File: src/rtl/demond_accum.sv
// demond_accum: single-cycle ADD/SUB/ACC/LOAD unit with optional saturation, feeding a
// result FIFO of {result, carry/borrow flag} entries.
//
// Ports:
//   clk, rst              clock, asynchronous active-high reset
//   in_valid / in_ready   operation handshake (in_ready = FIFO not full, low in reset)
//   a, b                  unsigned operands (WIDTH bits)
//   mode                  00 ADD a+b, 01 SUB a-b, 10 ACC acc+a, 11 LOAD acc<=a
//   sat_en                saturate instead of wrapping
//   out_valid / out_ready result handshake (out_valid = FIFO not empty)
//   out_data, out_flag    FIFO head result and carry/borrow flag (0 when empty)
//   count                 FIFO occupancy
module demond_accum #(
   parameter int unsigned WIDTH = 8,
   parameter int unsigned DEPTH = 4
) (
   input  logic                      clk,
   input  logic                      rst,
   input  logic                      in_valid,
   output logic                      in_ready,
   input  logic [WIDTH-1:0]          a,
   input  logic [WIDTH-1:0]          b,
   input  logic [1:0]                mode,
   input  logic                      sat_en,
   output logic                      out_valid,
   input  logic                      out_ready,
   output logic [WIDTH-1:0]          out_data,
   output logic                      out_flag,
   output logic [$clog2(DEPTH):0]    count
);

   localparam int unsigned PW = $clog2(DEPTH);
   localparam int unsigned CW = PW + 1;

   localparam logic [1:0] MODE_ADD  = 2'b00;
   localparam logic [1:0] MODE_SUB  = 2'b01;
   localparam logic [1:0] MODE_ACC  = 2'b10;
   localparam logic [1:0] MODE_LOAD = 2'b11;

   logic [WIDTH-1:0] r_acc;
   logic [WIDTH:0]   r_mem [DEPTH];
   logic [PW-1:0]    r_wptr;
   logic [PW-1:0]    r_rptr;
   logic [CW-1:0]    r_count;

   logic [WIDTH:0]   w_sum;
   logic [WIDTH-1:0] w_result;
   logic             w_flag;
   logic             w_push;
   logic             w_pop;

   // Operands are zero-extended so bit WIDTH of the sum is the carry-out, and for
   // subtraction it is set exactly when a < b (the borrow).
   always_comb begin
      w_sum    = '0;
      w_result = '0;
      w_flag   = 1'b0;
      case (mode)
         MODE_ADD: begin
            w_sum    = {1'b0, a} + {1'b0, b};
            w_flag   = w_sum[WIDTH];
            w_result = (sat_en && w_flag) ? '1 : w_sum[WIDTH-1:0];
         end
         MODE_SUB: begin
            w_sum    = {1'b0, a} - {1'b0, b};
            w_flag   = w_sum[WIDTH];
            w_result = (sat_en && w_flag) ? '0 : w_sum[WIDTH-1:0];
         end
         MODE_ACC: begin
            w_sum    = {1'b0, r_acc} + {1'b0, a};
            w_flag   = w_sum[WIDTH];
            w_result = (sat_en && w_flag) ? '1 : w_sum[WIDTH-1:0];
         end
         MODE_LOAD: begin
            w_result = a;
         end
         default: begin
            w_result = '0;
         end
      endcase
   end

   // Full blocks acceptance even when a pop happens in the same cycle.
   assign in_ready  = ~rst && (r_count < CW'(DEPTH));
   assign out_valid = (r_count != '0);
   assign w_push    = in_valid && in_ready;
   assign w_pop     = out_valid && out_ready;

   assign out_data  = out_valid ? r_mem[r_rptr][WIDTH-1:0] : '0;
   assign out_flag  = out_valid ? r_mem[r_rptr][WIDTH]     : 1'b0;
   assign count     = r_count;

   always_ff @(posedge clk or posedge rst) begin
      if (rst) begin
         r_acc <= '0;
      end else if (w_push) begin
         if (mode == MODE_ACC) begin
            r_acc <= w_result;
         end else if (mode == MODE_LOAD) begin
            r_acc <= a;
         end
      end
   end

   // Storage needs no reset: entries are only visible while count says they are valid.
   always_ff @(posedge clk) begin
      if (w_push) begin
         r_mem[r_wptr] <= {w_flag, w_result};
      end
   end

   always_ff @(posedge clk or posedge rst) begin
      if (rst) begin
         r_wptr  <= '0;
         r_rptr  <= '0;
         r_count <= '0;
      end else begin
         if (w_push) begin
            r_wptr <= r_wptr + PW'(1);
         end
         if (w_pop) begin
            r_rptr <= r_rptr + PW'(1);
         end
         case ({w_push, w_pop})
            2'b10:   r_count <= r_count + CW'(1);
            2'b01:   r_count <= r_count - CW'(1);
            default: r_count <= r_count;
         endcase
      end
   end

endmodule

File: config.mk
export PLATFORM = sky130hd
export DESIGN_NAME = demond_accum
export DESIGN_NICKNAME = d
export VERILOG_FILES = /design/src/rtl/demond_accum.sv
export SDC_FILE = /design/constraint.sdc
export NUM_CORES = 1
export LEC_CHECK = 0
export CELL_PAD_IN_SITES_DETAIL_PLACEMENT = 1
export CELL_PAD_IN_SITES_GLOBAL_PLACEMENT = 1
export CORE_UTILIZATION = 29
export CTS_CLUSTER_SIZE = 20
export DETAILED_ROUTE_END_ITERATION = 16
export GPL_TIMING_DRIVEN = 0
export PLACE_DENSITY = 0.59
export REMOVE_ABC_BUFFERS = 1
export SLEW_MARGIN = 20
export SYNTH_ARGS = -nofsm -noshare
export SYNTH_HDL_FRONTEND = slang
export SYNTH_SLANG_ARGS = --single-unit
File: constraint.sdc
create_clock -name clk -period 3.2 [get_ports clk]
set_input_delay 0.64 -clock clk [delete_from_list [all_inputs] [get_ports clk]]
set_output_delay 0.64 -clock clk [all_outputs]
set_load 0.01 [all_outputs]
==> results of run 1 <==
[what timing repair did]
item | 4_1_cts | 5_1_grt
endpoints found under the setup margin | 32 | 24
pin swaps | 4 | 6
resized for setup | 17 | 15
cloned | 1 | 0
buffers inserted | 3 | 2
[tightest hold or removal path, cell delays in order, from the launching register on]
cell and delay, ns:
dfrtp_1 0.35, nand2_1 0.05, o21ai_1 0.06
[cell families (layout without fill, tap and decap cells)]
group	count (synthesis)	in the layout	share of synthesized area
AO/OA/AOI/OAI	96	97	0.2018
AND/OR/NAND/NOR	84	84	0.1196
flip-flops	51	51	0.4157
buffers and inverters	40	76	0.04857
adder cells (fa/ha/maj)	33	33	0.1264
XOR/XNOR	12	12	0.03000
multiplexers	9	9	0.05786
[Yosys cell counts, types with 4 or more instances]
cell,number,share of area
edfxtp_1,36,0.31
ha_1,29,0.10
nand2_1,26,0.028
inv_1,25,0.027
a21oi_1,24,0.034
nor2_1,17,0.018
dfrtp_1,15,0.11
and2_1,13,0.023
o21ai_1,13,0.019
clkbuf_1,9,0.0096
mux4_2,9,0.058
xor2_1,7,0.018
a21o_1,6,0.013
o21ai_0,6,0.0086
o22ai_1,6,0.011
and3_1,5,0.0089
xnor2_1,5,0.012
fa_1,4,0.023
nand2b_1,4,0.0071
nor2b_1,4,0.0071
nor3_1,4,0.0057
[flip-flops by register name (all words and copies together) (netlist names)]
signal / cells
r_mem: 36
r_acc: 8
r_wptr: 2
count: 3
r_rptr: 2
[final cells by class]
class,count,area [um^2],share of cell area
clock buffers,5,125.1,0.02916
flip-flops and latches,51,1456,0.3395
multi-input cells,235,2007,0.4678
repair buffers,41,392.9,0.09157
inverters,27,103.9,0.02421
clock inverters,3,26.28,0.006124
well taps,143,178.9,0.04170
[per-layer routing]
metal	wire length (um)	GRT usage	vias up
met1	4256	0.1952	1230
li1	-	-	1279
met3	176	0.02177	8
met5	0	0	-
met2	4184	0.2559	37
met4	104	0.05495	0
[per-stage QoR]
step	instance area, um^2	setup slack (ns)
floorplan	3437	0.3762
global placement	3976	-0.6670
detailed placement	3976	-0.7253
CTS	4228	0.04300
global route	4290	-0.002622
finish	4290	0.1292
[power by group through the flow]
stage	Sequential [mW]	Clock [mW]	Combinational, mW
5_1_grt	1.05	0.611	1.72
4_1_cts	1.03	0.591	1.52
6_report	1.02	0.575	1.55
2_1_floorplan	1.00	0	0.981
3_3_place_gp	1.03	0	1.42
3_5_place_dp	1.04	0	1.46
[worst paths after layout]
check / start / endpoint / depth (start not counted)
worst max-delay path: b[2] / r_mem[3][5]$_DFFE_PP_ / 11
worst min-delay path: r_acc[5]$_DFFE_PP0P_ / r_acc[5]$_DFFE_PP0P_ / 2
worst max register to register: r_acc[0]$_DFFE_PP0P_ / r_mem[1][4]$_DFFE_PP_ / 9
worst min register to register: r_acc[5]$_DFFE_PP0P_ / r_acc[5]$_DFFE_PP0P_ / 2
max in group asynchronous: rst / r_acc[0]$_DFFE_PP0P_ / 2
min in group asynchronous: rst / r_wptr[0]$_DFFE_PP0P_ / 2
==> impl_metrics.ini, run 1 <==
[run_status]
status = finished with violations
violations = DRC

[clocking]
clock_latency_ns = 0.31
cts_tree = built
cts_buffer_depth = 2
cts_buffers = 5
postCtsHoldBufs = 0
cts.sinks = 51
root_buffer = clkbuf_16
clk_transition_reported_paths_ns = 0.08
ctsHtreeMaxLevel = 2

[timing]
hold_viol_final = 0
finalCritPeriodShare = 0.9596
worstMarginPinSlew_ns = 0.9512
fin_skew_ns = 0.01253
holdWs_ns = 0.4998
fmax_mhz = 325.6
rsz0062_at_grt = yes
fin_crit_ns = 3.071
relSlewSlack = 0.3659
setup_tns_ns = 0
slew_violations = 0
finalSetupViolCount = 0

[global_route]
first_global_vias = 2770
grt_max_degree = 25
track_usage = 0.1509
grt_antenna_before_repair = 0
grt_pass1_wl_um = 14580
grt_overflow = 0

[finish]
mostFrequentLayoutCells = 36 x edfxtp_1, 32 x clkdlybuf4s50_1, 26 x nand2_1
synthToLayoutAreaGrowth_pct = 22.46
final_nets = 417
diodes = 0
final_common_cell = edfxtp_1
final_cell_count_no_fill = 505
drive_gt1_frac = 0.1713
fin_util = 0.3694
fillCellCount = 1281

[worst_setup_path]
cp.buffers_inverters = 3
r2r_slack_ns = 0.49
critPathMaxFanout = 8
crit_slowest_cell = clkdlybuf4s50_1
cp-end-kind = flop
worstPathArrival_ns = 3.11
crit_path_max_incr_delay_ns = 0.50
cp_cell_sequence = clkdlybuf4s50_1, inv_1, ha_2, nor2b_2, o21ai_2, a21oi_2, o31a_1, o41ai_4, buf_6, o221a_1, nor3_4
required_ns = 3.24
crit_type = input pin to flop
crit_family = compound AO/OA/AOI/OAI gates
critPathLaunchType = input pin

[floorplan]
fp-row-count = 39
ios = 37
die_h_um = 111.9
die_w_um = 111.9
die_area_um2 = 12520
core_area_um2 = 11610
initial_core_util = 0.3017

[place]
routabilityCongestion = 0.7778
port_buffers = 36
place_hpwl_um = 6491
dp_cells = 491

[pwr]
swShare = 0.3723
p_leak_nw = 1.669
power_mw = 3.143
pwr-share-seq = 0.325
p_per_area_nw_per_um2 = 732.6
power_frac_comb = 0.492
vdd_drop_max_mv = 0.2240
clockPowerShare = 0.183
internal_power_mw = 1.973
power_switching_mw = 1.170

[run]
cap_violations = 0

[drt]
first_pass_iters = 10
drcViolationCount = 5
antenna_left = 0
viasPerCell = 5.057
drtIter0Drc = 105
vias = 2554
routedWlPerCell_um = 17.27
totalWireLength_um = 8722

[synth]
ys_seq_area_frac = 0.4157
synth_flop_cell = edfxtp_1
syn_avg_cell_area_um2 = 10.78
synth_edf_count = 36
synth.distinct_cells = 56
netlist_instances = 325
yosysWarnings = 0
netlist_area_um2 = 3503
ys_ff_latch = 51
ys_async_sr_fraction = 0.2941

[worst_hold_path]
hold_path.class = flop to flop
Power figures use the tool's default switching activity.
==> inputs of run 2 (changes only) <==
--- a/config.mk
+++ b/config.mk
@@ -13,7 +13,6 @@
 export GPL_TIMING_DRIVEN = 0
 export PLACE_DENSITY = 0.59
 export REMOVE_ABC_BUFFERS = 1
-export SLEW_MARGIN = 20
 export SYNTH_ARGS = -nofsm -noshare
 export SYNTH_HDL_FRONTEND = slang
 export SYNTH_SLANG_ARGS = --single-unit
==> results of run 2 <==
Same layout as run 1: the final DEF is identical, and so are final timing and power.
